**config.mk**
```make
export PLATFORM = sky130hd
export DESIGN_NAME = exec_unit_m
export DESIGN_NICKNAME = d
export VERILOG_FILES = /design/src/rtl/exec_unit_m.sv
export SDC_FILE = /design/constraint.sdc
export NUM_CORES = 2
export LEC_CHECK = 0
export BUFFER_PORTS_ARGS = -buffer_cell sky130_fd_sc_hd__buf_2
export CAP_MARGIN = 15
export CORE_UTILIZATION = 40
export CTS_BUF_LIST = sky130_fd_sc_hd__clkbuf_4
export DETAILED_ROUTE_END_ITERATION = 8
export SYNTH_ARGS = -nofsm -noshare
export SYNTH_HDL_FRONTEND = slang
export SYNTH_SLANG_ARGS = --single-unit
```
**constraint.sdc**
```tcl
create_clock -name clk -period 8.5 [get_ports clk]
set_clock_uncertainty 0.2 [all_clocks]
set_input_delay 1.275 -clock clk [delete_from_list [all_inputs] [get_ports clk]]
set_output_delay 1.275 -clock clk [all_outputs]
set_load 0.05 [all_outputs]
```
**src/rtl/exec_unit_m.sv**
```systemverilog
`timescale 1ns/1ps
// Execute unit for the five-stage core: single-cycle base ALU ops plus RV32M
// multiply/divide. Long ops run behind a valid/ready handshake so EX can stall.
module exec_unit_m #(
    parameter int XLEN     = 32,
    parameter int FAST_MUL = 0
) (
    input  logic            clk,
    input  logic            rst_n,
    input  logic            flush,
    input  logic            in_valid,
    output logic            in_ready,
    input  logic [4:0]      op,
    input  logic [XLEN-1:0] data1,
    input  logic [XLEN-1:0] data2,
    output logic            out_valid,
    input  logic            out_ready,
    output logic [XLEN-1:0] result
);

    localparam int SHW = $clog2(XLEN);
    localparam int DW  = 2 * XLEN;
    localparam logic [SHW-1:0]  LAST     = SHW'(XLEN - 1);
    localparam logic [XLEN-1:0] MOST_NEG = {1'b1, {(XLEN-1){1'b0}}};

    typedef enum logic [1:0] {S_IDLE, S_MUL, S_DIV, S_DONE} state_t;

    state_t          state;
    logic [SHW-1:0]  cnt;

    // Multiplier iteration state
    logic [DW-1:0]   acc;
    logic [DW-1:0]   mcand;
    logic [XLEN-1:0] mplier;
    logic            m_sgn_b;
    logic            m_hi;

    // Divider iteration state
    logic [XLEN-1:0] dvsr;
    logic [XLEN-1:0] quo;
    logic [XLEN-1:0] rem;
    logic            neg_q;
    logic            neg_r;
    logic            r_sel;

    // Accept-time decode
    logic            accept;
    logic            is_m;
    logic            is_div;
    logic            sgn_a;
    logic            sgn_b;
    logic            hi_sel;
    logic            div_sgn;
    logic            b_zero;
    logic            div_ovf;
    logic            done_now;
    logic [DW-1:0]   fast_prod;
    logic [XLEN-1:0] imm_res;

    // Per-iteration next values
    logic            it_last;
    logic [DW-1:0]   m_add;
    logic [DW-1:0]   mul_sum;
    logic [XLEN-1:0] mul_res;
    logic [XLEN:0]   rem_sh;
    logic [XLEN-1:0] rem_diff;
    logic            d_ge;
    logic [XLEN-1:0] rem_nx;
    logic [XLEN-1:0] quo_nx;
    logic [XLEN-1:0] div_res;

    function automatic logic [XLEN-1:0] base_alu(
        input logic [3:0]      code,
        input logic [XLEN-1:0] a,
        input logic [XLEN-1:0] b
    );
        logic [SHW-1:0]  sh;
        logic [XLEN-1:0] r;
        sh = b[SHW-1:0];
        case (code)
            4'b0000: r = a + b;
            4'b1000: r = a - b;
            4'b0001: r = a << sh;
            4'b0010: r = {{(XLEN-1){1'b0}}, ($signed(a) < $signed(b))};
            4'b0011: r = {{(XLEN-1){1'b0}}, (a < b)};
            4'b0100: r = a ^ b;
            4'b0101: r = a >> sh;
            4'b1101: r = $unsigned($signed(a) >>> sh);
            4'b0110: r = a | b;
            4'b0111: r = a & b;
            default: r = '0;
        endcase
        return r;
    endfunction

    function automatic logic [DW-1:0] ext2(input logic [XLEN-1:0] v, input logic sgn);
        return {{XLEN{sgn & v[XLEN-1]}}, v};
    endfunction

    function automatic logic [XLEN-1:0] neg_if(input logic [XLEN-1:0] v, input logic n);
        return n ? -v : v;
    endfunction

    // A base op may enter while the previous result is being consumed
    assign in_ready = (state == S_IDLE) || ((state == S_DONE) && out_ready);
    assign accept   = in_valid && in_ready;

    // Decode the incoming op and compute every single-cycle result
    always_comb begin
        is_m     = op[4];
        is_div   = op[4] & op[2];
        sgn_a    = (op[1:0] == 2'b01) || (op[1:0] == 2'b10);
        sgn_b    = (op[1:0] == 2'b01);
        hi_sel   = (op[1:0] != 2'b00);
        div_sgn  = ~op[0];
        b_zero   = (data2 == '0);
        div_ovf  = div_sgn && (data1 == MOST_NEG) && (data2 == '1);
        fast_prod = '0;
        if (FAST_MUL != 0) begin
            fast_prod = ext2(data1, sgn_a) * ext2(data2, sgn_b);
        end
        done_now = !is_m || ((FAST_MUL != 0) && !is_div) || (is_div && (b_zero || div_ovf));
        if (!is_m) begin
            imm_res = base_alu(op[3:0], data1, data2);
        end else if (!is_div) begin
            imm_res = hi_sel ? fast_prod[DW-1:XLEN] : fast_prod[XLEN-1:0];
        end else if (b_zero) begin
            imm_res = op[1] ? data1 : '1;
        end else begin
            imm_res = op[1] ? '0 : data1;
        end
    end

    // One shift-add / restoring-divide step; a signed multiplier's top bit has negative weight
    always_comb begin
        it_last  = (cnt == LAST);
        m_add    = mplier[0] ? mcand : '0;
        mul_sum  = (it_last && m_sgn_b) ? (acc - m_add) : (acc + m_add);
        mul_res  = m_hi ? mul_sum[DW-1:XLEN] : mul_sum[XLEN-1:0];
        rem_sh   = {rem, quo[XLEN-1]};
        rem_diff = rem_sh[XLEN-1:0] - dvsr;
        d_ge     = (rem_sh >= {1'b0, dvsr});
        rem_nx   = d_ge ? rem_diff : rem_sh[XLEN-1:0];
        quo_nx   = {quo[XLEN-2:0], d_ge};
        div_res  = r_sel ? neg_if(rem_nx, neg_r) : neg_if(quo_nx, neg_q);
    end

    // Control FSM with iteration datapath and registered result
    always_ff @(posedge clk or negedge rst_n) begin
        if (!rst_n) begin
            state     <= S_IDLE;
            out_valid <= 1'b0;
            result    <= '0;
            cnt       <= '0;
            acc       <= '0;
            mcand     <= '0;
            mplier    <= '0;
            m_sgn_b   <= 1'b0;
            m_hi      <= 1'b0;
            dvsr      <= '0;
            quo       <= '0;
            rem       <= '0;
            neg_q     <= 1'b0;
            neg_r     <= 1'b0;
            r_sel     <= 1'b0;
        end else if (flush) begin
            state     <= S_IDLE;
            out_valid <= 1'b0;
        end else if (accept) begin
            cnt <= '0;
            if (done_now) begin
                state     <= S_DONE;
                out_valid <= 1'b1;
                result    <= imm_res;
            end else if (is_div) begin
                state     <= S_DIV;
                out_valid <= 1'b0;
                quo       <= neg_if(data1, div_sgn & data1[XLEN-1]);
                dvsr      <= neg_if(data2, div_sgn & data2[XLEN-1]);
                rem       <= '0;
                neg_q     <= div_sgn & (data1[XLEN-1] ^ data2[XLEN-1]);
                neg_r     <= div_sgn & data1[XLEN-1];
                r_sel     <= op[1];
            end else begin
                state     <= S_MUL;
                out_valid <= 1'b0;
                acc       <= '0;
                mcand     <= ext2(data1, sgn_a);
                mplier    <= data2;
                m_sgn_b   <= sgn_b;
                m_hi      <= hi_sel;
            end
        end else begin
            case (state)
                S_MUL: begin
                    acc    <= mul_sum;
                    mcand  <= mcand << 1;
                    mplier <= mplier >> 1;
                    cnt    <= cnt + SHW'(1);
                    if (it_last) begin
                        state     <= S_DONE;
                        out_valid <= 1'b1;
                        result    <= mul_res;
                    end
                end
                S_DIV: begin
                    rem <= rem_nx;
                    quo <= quo_nx;
                    cnt <= cnt + SHW'(1);
                    if (it_last) begin
                        state     <= S_DONE;
                        out_valid <= 1'b1;
                        result    <= div_res;
                    end
                end
                S_DONE: begin
                    if (out_ready) begin
                        state     <= S_IDLE;
                        out_valid <= 1'b0;
                    end
                end
                default: begin
                end
            endcase
        end
    end

endmodule

```
==> metrics.txt <==
grt ovf=0; Worst R2R Setup Slack=0.96 ns; P_leak=15.1 nW; DP Wirelength=117,000 microns; Critical-path top delay cell=o21ai_0; Worst IR Drop VDD=0.177 mV; Top cell by count, worst path=o21ai_0; H-tree depth=3; CTS max path bufs=3; commonest non-fill, non-tap cell in the layout=nand2_1; RSZ-0062 raised after global routing=false; cts hold-fix bufs=0; Clock Sinks=301; Final nets=4,755; Critical path buffers and inverters=0; Total Die Area=85,000 sq um; Finished Layout Cells=5,604; Slew @ Worst Pin=1.17 ns; Synth Warn #=0; vias per cell=6.54; final hold slack=0.105 ns; status=complete, no violations; relative slew slack=21.3%; vias in the first global route=33.5k; pre-CTS setup slack=1.18 ns; Clk pin slew, worst setup/hold paths=0.07 ns; most frequent cells in the layout=542 x nand2_1, 468 x nor2_1, 439 x a21oi_1, 361 x o21ai_0, 300 x dfrtp_1; Rows=105; max incr delay on CP=0.78 ns; worst skew pair latency=0.93 ns; post-synthesis sequential area ratio=22.5%; CP Capture Type=flip-flop; initial antenna violation count=9; Chip Width=292 microns; net count after synthesis=4,841; syn_area_per_cell=7.36 sq um; Sum Neg Setup Slack=0 ns; pin count of the biggest net entering global routing=127; Total GRT Usage=35.5%; total clock buffers created by CTS=90; DR vias=36.6k; DR pass1 iterations=6; CP delay by family, top=compound AO/OA/AOI/OAI gates; clk root buf=clkbuf_4; Post-Place Cells=5,446; crit path kind=flip-flop to flip-flop; fin crit period=7.54 ns; Max-Cap Viols=0; Slew Viols, Final=0; core area=82,500 sq um; FF+latch count, synth=301; Routed wire per std cell=27.7 microns; Routed Wire Length=155,000 microns; Pwr Density=314 nW/um^2; Syn Inst Count=4,555; DRT antenna net count=0; Port Buffers=107; asr flop ratio synth=100%; Final Cycle Share=88.7%; Final Cell Area=35,800 sq um; ys flop type=dfrtp_1; Hold Vio Cnt, Final=0; final setup margin=0.957 ns; CTS tree=done; reg-to-reg endpoint=result[22]; Starting Density=40.6%; global-route wire length before repair=227,000 microns; layout cell share with drive strength beyond 1=9.40%; crit-path max FO=21; DRC viols=0; Post-synth EDFFs=0; Final GP Congestion=1.04; reg2reg start=mcand[8]; Die Ht=292 microns; reg2reg path depth=20; Worst Hold Class=input pin to async pin; Setup Buffers After CTS=0; final setup fails=0; cts repair resizes=0; DP Area=34,700 sq um; crit path cell chain=nor4_1, nand3_1, or4_1, a21o_1, nor2_1, nor2_1, or2_2, o21ai_0, a31o_2, ha_1, and4_1, o21ai_0, o221ai_1, a41oi_1, o21ai_0, a41oi_1, o21ai_0, xor2_1, a221o_1, o32a_1; Mapped Area=33,500 sq um; Setup crit start kind=flip-flop; Area Growth Syn to Fin=6.75%; Cell variety after synth=88; critical path required time=9.07 ns; WP data arrival=8.11 ns; Detailed Route Iter0 Violations=4,660; Max Fclk=133 MHz; I/O pin count=108
-- worst max-delay path by stage --
stage | slack (ns) | cells after the start | to | startpoint
6_report | 0.96 | 20 | result[22] | mcand[8]
5_1_grt | 0.51 | 20 | result[22] | mcand[8]
4_1_cts | 1.13 | 20 | result[22] | mcand[8]
3_5_place_dp | 1.18 | 20 | result[22] | mcand[8]
3_3_place_gp | 1.35 | 20 | result[22] | mcand[8]
2_1_floorplan | 1.79 | 28 | result[22] | mplier[0]
-- worst register-to-register path, stage by stage (launching register included) --
cell      delay (ns)
dfrtp_1         0.42
nor4_1          0.61
nand3_1         0.28
or4_1           0.49
a21o_1          0.25
nor2_1          0.44
nor2_1          0.26
or2_2           0.55
o21ai_0         0.16
a31o_2          0.13
ha_1            0.22
and4_1          0.24
o21ai_0         0.09
o221ai_1        0.43
a41oi_1         0.33
o21ai_0         0.78
a41oi_1         0.38
o21ai_0         0.36
xor2_1          0.18
a221o_1         0.37
o32a_1          0.28
-- metal layers --
| metal | up-vias | track usage (%) | part of all wire, % |
|---|---|---|---|
| met4 | 8 | 16.4 | 5.3 |
| li1 | 16554 | - | - |
| met3 | 410 | 8.15 | 11 |
| met2 | 2078 | 52.4 | 42 |
| met1 | 17599 | 48.8 | 42 |
| met5 | - | 0 | 0.059 |
-- synthesized netlist by cell type, types with 25 or more instances --
library cell    n  area, sq um
mux4_2         48         1080
inv_1         183          687
nand2_1       544         2040
a21oi_1       440         2200
o21ai_0       361         1810
nand4_1        57          357
buf_1          41          154
xor2_1         93          815
xnor2_1       155         1360
a22o_1         50          438
o21bai_1       27          203
nor4_1         35          219
a221oi_1       33          289
nor2_1        469         1760
nor3_1         86          430
a21o_1         82          616
ha_1          208         2600
a31oi_1       135          845
mux2i_1        86          861
nand2b_1       30          188
or4_1          28          210
o211ai_1       61          458
nand3_1       121          606
clkbuf_1      299         1120
dfrtp_1       301         7530
o41ai_1        25          219
a211oi_1       53          398
and3_1         30          188
o31ai_1        50          375
or3_1          46          288
-- logic make-up (layout without fill, tap and decap cells) --
family,after synthesis,after routing,share of synthesized area (%)
AO/OA/AOI/OAI,1562,1562,29.8
XOR/XNOR,248,248,6.48
adder cells (fa/ha/maj),212,212,8.00
buffers and inverters,538,513,6.06
flip-flops,301,301,22.5
multiplexers,152,152,6.40
other,0,4,0
AND/OR/NAND/NOR,1542,1542,20.8
-- through the flow --
step / util [%] / power, W
after CTS: 43.3 / 0.0111
final: 43.4 / 0.0113
after detailed placement: 42.0 / 0.00965
after floorplan: - / 0.00734
after global placement: 42.0 / 0.00964
after global routing: 43.4 / 0.0120
-- where the power goes --
group / internal [W] / leakage (nW) / switching (W)
Combinational: 0.00238 / 10.8 / 0.00472
Sequential: 0.00200 / 3.71 / 0.000712
Clock: 0.000708 / 0.650 / 0.000721
-- state kept, by name, summed over array words and instances (netlist names) --
register,flops
acc,64
cnt,5
dvsr,32
m_hi,1
m_sgn_b,1
mcand,64
mplier,32
neg_q,1
neg_r,1
out_valid,1
quo,32
r_sel,1
rem,32
result,32
state,2
-- cell type report --
type | count | area, sq um
Antenna cell | 4 | 10.0
Clock buffer | 125 | 938
Clock inverter | 28 | 155
Fill cell | 8658 | 46700
Inverter | 187 | 702
Multi-Input combinational cell | 3716 | 24000
Sequential cell | 301 | 7530
Tap cell | 1070 | 1340
Timing Repair Buffer | 173 | 1080
(Power assumes the default switching activity.)
